[src/rtl/load_pkg.sv]
// Shared definitions for the load unit: load type encodings, FSM state
// encoding, memory latency bounds and small request-decoding helpers.
package load_pkg;

    // Memory latency range the 2-bit latency counter can cover.
    localparam int DM_LAT_MIN = 1;
    localparam int DM_LAT_MAX = 4;

    // Load type encodings as they arrive from the execute stage.
    localparam logic [2:0] LD_LB  = 3'b000;
    localparam logic [2:0] LD_LH  = 3'b001;
    localparam logic [2:0] LD_LW  = 3'b010;
    localparam logic [2:0] LD_LBU = 3'b100;
    localparam logic [2:0] LD_LHU = 3'b101;

    // Access sequencing states.
    typedef enum logic [1:0] {
        ST_IDLE  = 2'd0,
        ST_ISSUE = 2'd1,
        ST_WAIT  = 2'd2,
        ST_RESP  = 2'd3
    } state_t;

    // True when the type code is one of the five defined loads.
    function automatic logic ld_type_legal(input logic [2:0] t);
        logic ok;
        ok = (t == LD_LB) || (t == LD_LH) || (t == LD_LW) ||
             (t == LD_LBU) || (t == LD_LHU);
        return ok;
    endfunction

    // Halfwords must sit on an even address, words on a multiple of four;
    // bytes are always aligned. Illegal types are rejected elsewhere.
    function automatic logic ld_is_aligned(input logic [2:0] t,
                                           input logic [1:0] a);
        logic ok;
        ok = 1'b1;
        if ((t == LD_LH) || (t == LD_LHU)) begin
            ok = ~a[0];
        end else if (t == LD_LW) begin
            ok = (a == 2'b00);
        end
        return ok;
    endfunction

endpackage

[src/rtl/load_extract.sv]
// Lane select plus sign/zero extension of a little-endian memory word.
// Purely combinational so that a forwarding path can share it later.
module load_extract
    import load_pkg::*;
(
    input  logic [31:0] i_word,
    input  logic [1:0]  i_addr,
    input  logic [2:0]  i_ld_type,
    output logic [31:0] o_data
);

    logic [7:0]  w_byte;
    logic [15:0] w_half;

    // Select the addressed byte lane and halfword from the word
    always_comb begin
        w_byte = 8'h00;
        case (i_addr)
            2'b00:   w_byte = i_word[7:0];
            2'b01:   w_byte = i_word[15:8];
            2'b10:   w_byte = i_word[23:16];
            default: w_byte = i_word[31:24];
        endcase
        w_half = i_addr[1] ? i_word[31:16] : i_word[15:0];
    end

    // Extend the selected field to 32 bits according to the load type
    always_comb begin
        o_data = 32'h0000_0000;
        case (i_ld_type)
            LD_LB:   o_data = {{24{w_byte[7]}}, w_byte};
            LD_LBU:  o_data = {24'h000000, w_byte};
            LD_LH:   o_data = {{16{w_half[15]}}, w_half};
            LD_LHU:  o_data = {16'h0000, w_half};
            LD_LW:   o_data = i_word;
            default: o_data = 32'h0000_0000;
        endcase
    end

endmodule

[src/rtl/load_unit.sv]
// Load-side data-memory access unit. Accepts one load at a time, issues a
// single word-aligned read, waits out the memory latency, extracts and
// extends the addressed field and holds the result until writeback takes it.
// Misaligned or illegal requests are answered immediately with an error and
// never touch memory.
module load_unit
    import load_pkg::*;
#(
    parameter int DM_LAT = 1
) (
    input  logic        clk,
    input  logic        rst,
    input  logic        ld_valid,
    output logic        ld_ready,
    input  logic [9:0]  ld_addr,
    input  logic [2:0]  ld_type,
    output logic        dm_re,
    output logic [9:0]  dm_addr,
    input  logic [31:0] dm_out,
    output logic        rd_valid,
    input  logic        rd_ready,
    output logic [31:0] rd_data,
    output logic        ld_err
);

    // Counter start value; out-of-range latencies are clamped to the range
    // the 2-bit counter can represent.
    localparam int LAT_CLAMPED = (DM_LAT < DM_LAT_MIN) ? DM_LAT_MIN :
                                 (DM_LAT > DM_LAT_MAX) ? DM_LAT_MAX : DM_LAT;
    localparam logic [1:0] CNT_INIT = 2'(LAT_CLAMPED - 1);

    state_t      r_state;
    logic [1:0]  r_cnt;
    logic [1:0]  r_addr_lo;
    logic [2:0]  r_type;
    logic        r_dm_re;
    logic [9:0]  r_dm_addr;
    logic        r_rd_valid;
    logic [31:0] r_rd_data;
    logic        r_ld_err;

    logic        w_req_ok;
    logic        w_cnt_done;
    logic [31:0] w_extract;

    assign ld_ready   = (r_state == ST_IDLE);
    assign w_req_ok   = ld_type_legal(ld_type) && ld_is_aligned(ld_type, ld_addr[1:0]);
    assign w_cnt_done = (r_cnt == 2'd0);

    assign dm_re    = r_dm_re;
    assign dm_addr  = r_dm_addr;
    assign rd_valid = r_rd_valid;
    assign rd_data  = r_rd_data;
    assign ld_err   = r_ld_err;

    // Extraction works on the captured low address bits and type so the
    // request inputs are free to change once the load has been accepted.
    load_extract u_extract (
        .i_word    (dm_out),
        .i_addr    (r_addr_lo),
        .i_ld_type (r_type),
        .o_data    (w_extract)
    );

    // Request sequencing: accept, issue one read strobe, count down the
    // memory latency, then hold the response until the consumer takes it
    always_ff @(posedge clk) begin
        if (rst) begin
            r_state   <= ST_IDLE;
            r_cnt     <= 2'd0;
            r_addr_lo <= 2'b00;
            r_type    <= LD_LB;
            r_dm_re   <= 1'b0;
        end else begin
            r_dm_re <= 1'b0;
            case (r_state)
                ST_IDLE: begin
                    if (ld_valid) begin
                        r_addr_lo <= ld_addr[1:0];
                        r_type    <= ld_type;
                        if (w_req_ok) begin
                            r_state <= ST_ISSUE;
                            r_dm_re <= 1'b1;
                        end else begin
                            r_state <= ST_RESP;
                        end
                    end
                end
                ST_ISSUE: begin
                    r_cnt   <= CNT_INIT;
                    r_state <= ST_WAIT;
                end
                ST_WAIT: begin
                    if (w_cnt_done) begin
                        r_state <= ST_RESP;
                    end else begin
                        r_cnt <= r_cnt - 2'd1;
                    end
                end
                ST_RESP: begin
                    if (rd_ready) begin
                        r_state <= ST_IDLE;
                    end
                end
                default: r_state <= ST_IDLE;
            endcase
        end
    end

    // Memory address register: loaded only when a legal request is
    // accepted, otherwise it keeps the last issued address
    always_ff @(posedge clk) begin
        if (rst) begin
            r_dm_addr <= 10'h000;
        end else if ((r_state == ST_IDLE) && ld_valid && w_req_ok) begin
            r_dm_addr <= {ld_addr[9:2], 2'b00};
        end
    end

    // Response registers: an error answer is set up straight from IDLE,
    // a data answer is captured in the cycle the memory word is valid,
    // and both stay frozen until the handshake
    always_ff @(posedge clk) begin
        if (rst) begin
            r_rd_valid <= 1'b0;
            r_rd_data  <= 32'h0000_0000;
            r_ld_err   <= 1'b0;
        end else begin
            case (r_state)
                ST_IDLE: begin
                    if (ld_valid && !w_req_ok) begin
                        r_rd_valid <= 1'b1;
                        r_rd_data  <= 32'h0000_0000;
                        r_ld_err   <= 1'b1;
                    end
                end
                ST_WAIT: begin
                    if (w_cnt_done) begin
                        r_rd_valid <= 1'b1;
                        r_rd_data  <= w_extract;
                        r_ld_err   <= 1'b0;
                    end
                end
                ST_RESP: begin
                    if (rd_ready) begin
                        r_rd_valid <= 1'b0;
                    end
                end
                default: begin
                    r_rd_valid <= r_rd_valid;
                end
            endcase
        end
    end

endmodule

[config.mk]
export PLATFORM = sky130hd
export DESIGN_NAME = load_unit
export DESIGN_NICKNAME = d
export VERILOG_FILES = /design/src/rtl/load_pkg.sv /design/src/rtl/load_extract.sv /design/src/rtl/load_unit.sv
export SDC_FILE = /design/constraint.sdc
export NUM_CORES = 1
export LEC_CHECK = 0
export CAP_MARGIN = 20
export CORE_UTILIZATION = 35
export CTS_CLUSTER_SIZE = 24
export DETAILED_ROUTE_END_ITERATION = 10
export GPL_TIMING_DRIVEN = 0
export SYNTH_ARGS = -nofsm -noshare
export SYNTH_HDL_FRONTEND = slang
export SYNTH_HIERARCHICAL = 1
export SYNTH_SLANG_ARGS = --single-unit
[constraint.sdc]
create_clock -name clk -period 4.4 [get_ports clk]
set_clock_uncertainty 0.1 [all_clocks]
set_input_delay 1.1 -clock clk [delete_from_list [all_inputs] [get_ports clk]]
set_output_delay 1.1 -clock clk [all_outputs]
set_load 0.1 [all_outputs]
Word level (Yosys, flattened, before mapping)
Cells that the tools add are included.
{"block": "classes", "addsub": 1, "n_eq_ne": 18, "n_mux": 22, "bitwise_logic": 3, "reduce_logical": 25}
{"cell": "$pmux W32 S5", "n": 1}
{"cell": "$mux W32", "n": 2}
{"cell": "$pmux W32 S2", "n": 1}
{"cell": "$pmux W8 S3", "n": 1}
{"cell": "$mux W16", "n": 1}
{"cell": "$eq A3 B3 Y1 const B", "n": 4}
{"cell": "$mux W2", "n": 5}
{"cell": "$logic_not A2 Y1", "n": 4}
{"cell": "$ne A2 B2 Y1 const B", "n": 4}
{"cell": "$pmux W2 S4", "n": 1}
{"cell": "$mux W1", "n": 7}
{"cell": "$eq A2 B2 Y1 const B", "n": 3}
{"cell": "$eq A3 B1 Y1 const B", "n": 2}
{"cell": "$eq A3 B2 Y1 const B", "n": 2}
{"cell": "$logic_not A3 Y1", "n": 2}
{"cell": "$reduce_and A3 Y1", "n": 2}
{"cell": "$logic_or A1 B1 Y1", "n": 5}
{"cell": "$eq A2 B1 Y1 const B", "n": 2}
{"cell": "$logic_and A1 B1 Y1", "n": 4}
{"cell": "$pmux W2 S2", "n": 1}
{"cell": "$reduce_and A2 Y1", "n": 2}
{"cell": "$reduce_and A4 Y1", "n": 1}
{"cell": "$reduce_bool A2 Y1", "n": 2}
{"cell": "$not A1 Y1", "n": 3}
{"cell": "other kinds (7)", "n": 7}
{"block": "word_totals", "ff_bits": 52, "input_bits": 49, "out_inout_bits": 46, "elab_cells": 78}

Longest topological paths before layout
{"block": "logic_depth", "word_depth": 10, "mapped_depth": 8, "depth_no_buf": 6}

Cells and area by module
The synthesis kept the hierarchy.
{"module": "load_unit", "instances": 1, "cells_per_inst": 258, "area_each_um2": 2167.1, "seq_area_each_um2": 1041.0}
{"module": "load_extract", "instances": 1, "cells_per_inst": 134, "area_each_um2": 1071.0, "seq_area_each_um2": 0.0}

Least setup slack after synthesis
Ideal clock, no wire load.
{"block": "synth_timing", "path_kind": "register -> output", "start": "reg r_state[0]", "end": "out ld_ready", "arrival_ps": 1270, "t_required_ps": 3200, "slack_ps": 1930, "path_stages_with_launch": 3, "n_path_buf": 0, "path_cell_list": "dfxtp_1 -> inv_1 -> ha_1"}
{"block": "synth_between", "elab_chain_cells": 1}
{"item": "start, declared", "line": "load_unit.sv:32", "rtl": "state_t r_state;"}
{"item": "start signal, assigned", "line": "load_unit.sv:69", "rtl": "r_state <= ST_IDLE;"}
{"item": "start signal, assigned", "line": "load_unit.sv:82", "rtl": "r_state <= ST_ISSUE;"}
{"item": "start signal, assigned", "line": "load_unit.sv:85", "rtl": "r_state <= ST_RESP;"}
{"item": "$logic_not A2 Y1", "line": "load_unit.sv:46", "rtl": "assign ld_ready = (r_state == ST_IDLE);"}
{"item": "end, declared", "line": "load_unit.sv:14", "rtl": "output logic ld_ready,"}
No other way between the ends.

Worst setup path in the final report
Same ends and word-level chain as after synthesis.

==> run metrics <==
Slew Limit Headroom 34.3%; Seq cells post-synth 52; Power Dens Cells about 560 nW/µm²; H-tree Lvls 2; crit path kind reg2out; setup_tns 0 ns; CP startpoint kind register; CTS tree yes; delay of the slowest cell on the worst path 1.19 ns; CTS Hold Bufs 0; Post-synth EDFFs 0; unrepaired setup endpoints after global routing no; DP Cell Count a little under 600; Highest Clock Rate 0.290 GHz; vias in the first global route approximately 3,300; Port-buffer cells 90; ys flop type dfxtp_1; share of post-route cells with drive strength above 1 12.7%; FF-to-FF setup slack 2.23 ns; Critical Path End Type primary output; Final Hold Vio Count 0; crit-path max FO 6; register clock-pin slew on the reported worst setup and hold paths around 0.09 ns; WP data required 3.20 ns; CORE AREA 8850 µm²; Die Wd 98.2 µm; Setup Fix Bufs, Post-CTS 0; final setup vio count 0; clock root cell clkbuf_8; Gate power share 61.0%; crit-path cells inv_1, ha_1, clkdlybuf4s50_1; Rows 34; fin nets 544; Net Switching approximately 1300 µW; fin. max-slew vios 0; number of synthesis warnings 6; GRT Util Overall a little over a fifth; DP Wirelength 8110 µm; crit path buf inv count 2; area leader, netlist dfxtp_1; failing checks design-rule violations; drc violations 4; remaining antenna violation count 0; final-layout fill cell count approximately 900; largest cells by area after synthesis dfxtp_1, a21oi_1, nand4_1; Reg power frac 23.4%; area growth from synthesis to layout 36.1%; first-pass GRT wire length 16,800 µm; area share of the largest cell type after synthesis 32.1%; Syn Area/Cell 8.26 µm²; Post-Route WL roughly 10,000 µm; slowest stage cell, crit path clkdlybuf4s50_1; synth unique cells 51; fin cells about 600; Mapped Cells 392; delay-heaviest family, CP buffers and inverters; total iterations of the first detailed-routing run 10; Clk network pwr share between 15 and 20%; Internal 1220 µW; n_diodes 0; TritonCTS buffer count 5; register area share after synthesis 32.1%; Post-Syn Area 3240 µm²; CTS-repair resized insts 0; largest net degree at the start of global routing 16; initial antenna violation count 0; Initial Util 36.6%; total gr overflow 0; Die Ht ~100 µm; outcome finished, violations left; Least-Margin Pin Slew 0.982 ns; maximum buffer depth of the clock tree 2; vias per cell 5.54; Vias 3,312; CP arrival 2.25 ns; Async SR Flop Fraction 0%; CTS Sinks 52; Final Cycle Share 78.4%; VDD IR-drop max 486 µV; Tmin final roughly 3.5 ns; Wirelength per Cell around 17 µm; IO Pins 95; initial drt markers between 150 and 200; Max-cap violations 0; die area 9640 µm²; Leak Pwr around 0.0015 µW; Final Wtd Congestion 0.918; worst hold-check path type reg2reg; Clk Latency, worst-skew pair a little over 0.3 ns; Sw Share between 50% and 60%
==> per-stage QoR <==
step | util (%) | total power [µW] | hold slack, ns | worst slack, ns | cell area (µm²)
after floorplan | - | 1720 | 0.333 | 1.93 | 3240
after global placement | 48.3 | 2090 | 0.341 | 1.32 | 4280
after detailed placement | 48.3 | 2100 | 0.350 | 1.30 | 4280
after CTS | 49.8 | 2490 | 0.364 | 0.955 | 4410
after global routing | 49.8 | 2640 | 0.385 | 0.882 | 4410
final | 49.8 | 2490 | 0.358 | 0.950 | 4410
==> worst min-delay path: cells and delay by family, from the launching register on <==
kind,cells,cell delay (ns)
flops,1,0.32
simple gates,1,0.05
compound gates,1,0.05
==> final cells by class <==
class                      count  area, µm²  share of cell area [%]
multi-input combinational    289       1940                    43.9
sequential                    52       1040                    23.6
timing repair buffer          90        901                    20.4
buffer                        46        243                    5.51
tap                          108        135                    3.07
clock buffer                   5       68.8                    1.56
clock inverter                 2       60.1                    1.36
inverter                       6       22.5                   0.511
==> layer usage <==
layer / global-route usage (%) / vias up / part of all wire [%]
li1: - / 1662 / -
met5: 0 / - / 0
met3: 3.87 / 19 / 6.3
met4: 5.28 / 0 / 2.1
met1: 27.5 / 1521 / 44
met2: 38.5 / 110 / 48
==> power groups by stage <==
stage,Sequential (µW),Combinational [µW],Clock (µW)
2_1_floorplan,931,793,0
3_3_place_gp,592,1500,0
3_5_place_dp,594,1500,0
4_1_cts,583,1510,393
5_1_grt,593,1630,415
6_report,582,1520,388
==> logic make-up (layout without fill, tap and decap cells) <==
group                      Yosys count  count (layout)  synth area share (%)
adders and majority gates            5               5                  1.93
muxes                               25              25                  9.43
other                                1               2                 0.116
buffers and inverters               52             149                  8.19
and+or+nand+nor                    120             120                  19.9
AOI/OAI and AO/OA                  137             137                  28.3
DFF                                 52              52                  32.1
==> cells in the final DEF (no fill, tap or decap), drive strengths merged, types with 3 or more instances in the layout <==
cell type / instances
clkdlybuf4s50: 90
ha: 5
a32oi: 3
o211ai: 18
nand3: 31
nand2: 26
nor2: 12
a21o: 3
inv: 6
or2: 3
mux4: 3
mux2i: 17
clkbuf: 26
o221ai: 8
dfxtp: 52
nor2b: 3
nand4: 32
a21oi: 52
mux2: 5
nand2b: 7
buf: 25
o21ai: 36
==> state kept, by name, summed over array words and instances, names as in the netlist <==
register and cells:
dm_re 1, ld_err 1, rd_data 32, r_addr_lo 2
rd_valid 1, r_type 3, dm_addr 8, r_cnt 2
r_state 2
==> worst paths after layout <==
path	end	start	cells past startpoint
worst max-delay path	ld_ready	r_state[0]	3
worst min register to register	r_type[1]	r_type[1]	2
worst min-delay path	r_type[1]	r_type[1]	2
worst max register to register	rd_data[13]	r_state[0]	7
==> cell usage after synthesis (all sizes together), types with 5 or more instances <==
cell and n:
nand4 32, buf 25, o211ai 18, mux2i 17, nand2b 7, nand3 31, dfxtp 52, ha 5
o221ai 8, clkbuf 21, a21oi 52, mux2 5, o21ai 36, inv 6, nand2 26, nor2 12
(Power assumes the default switching activity.)
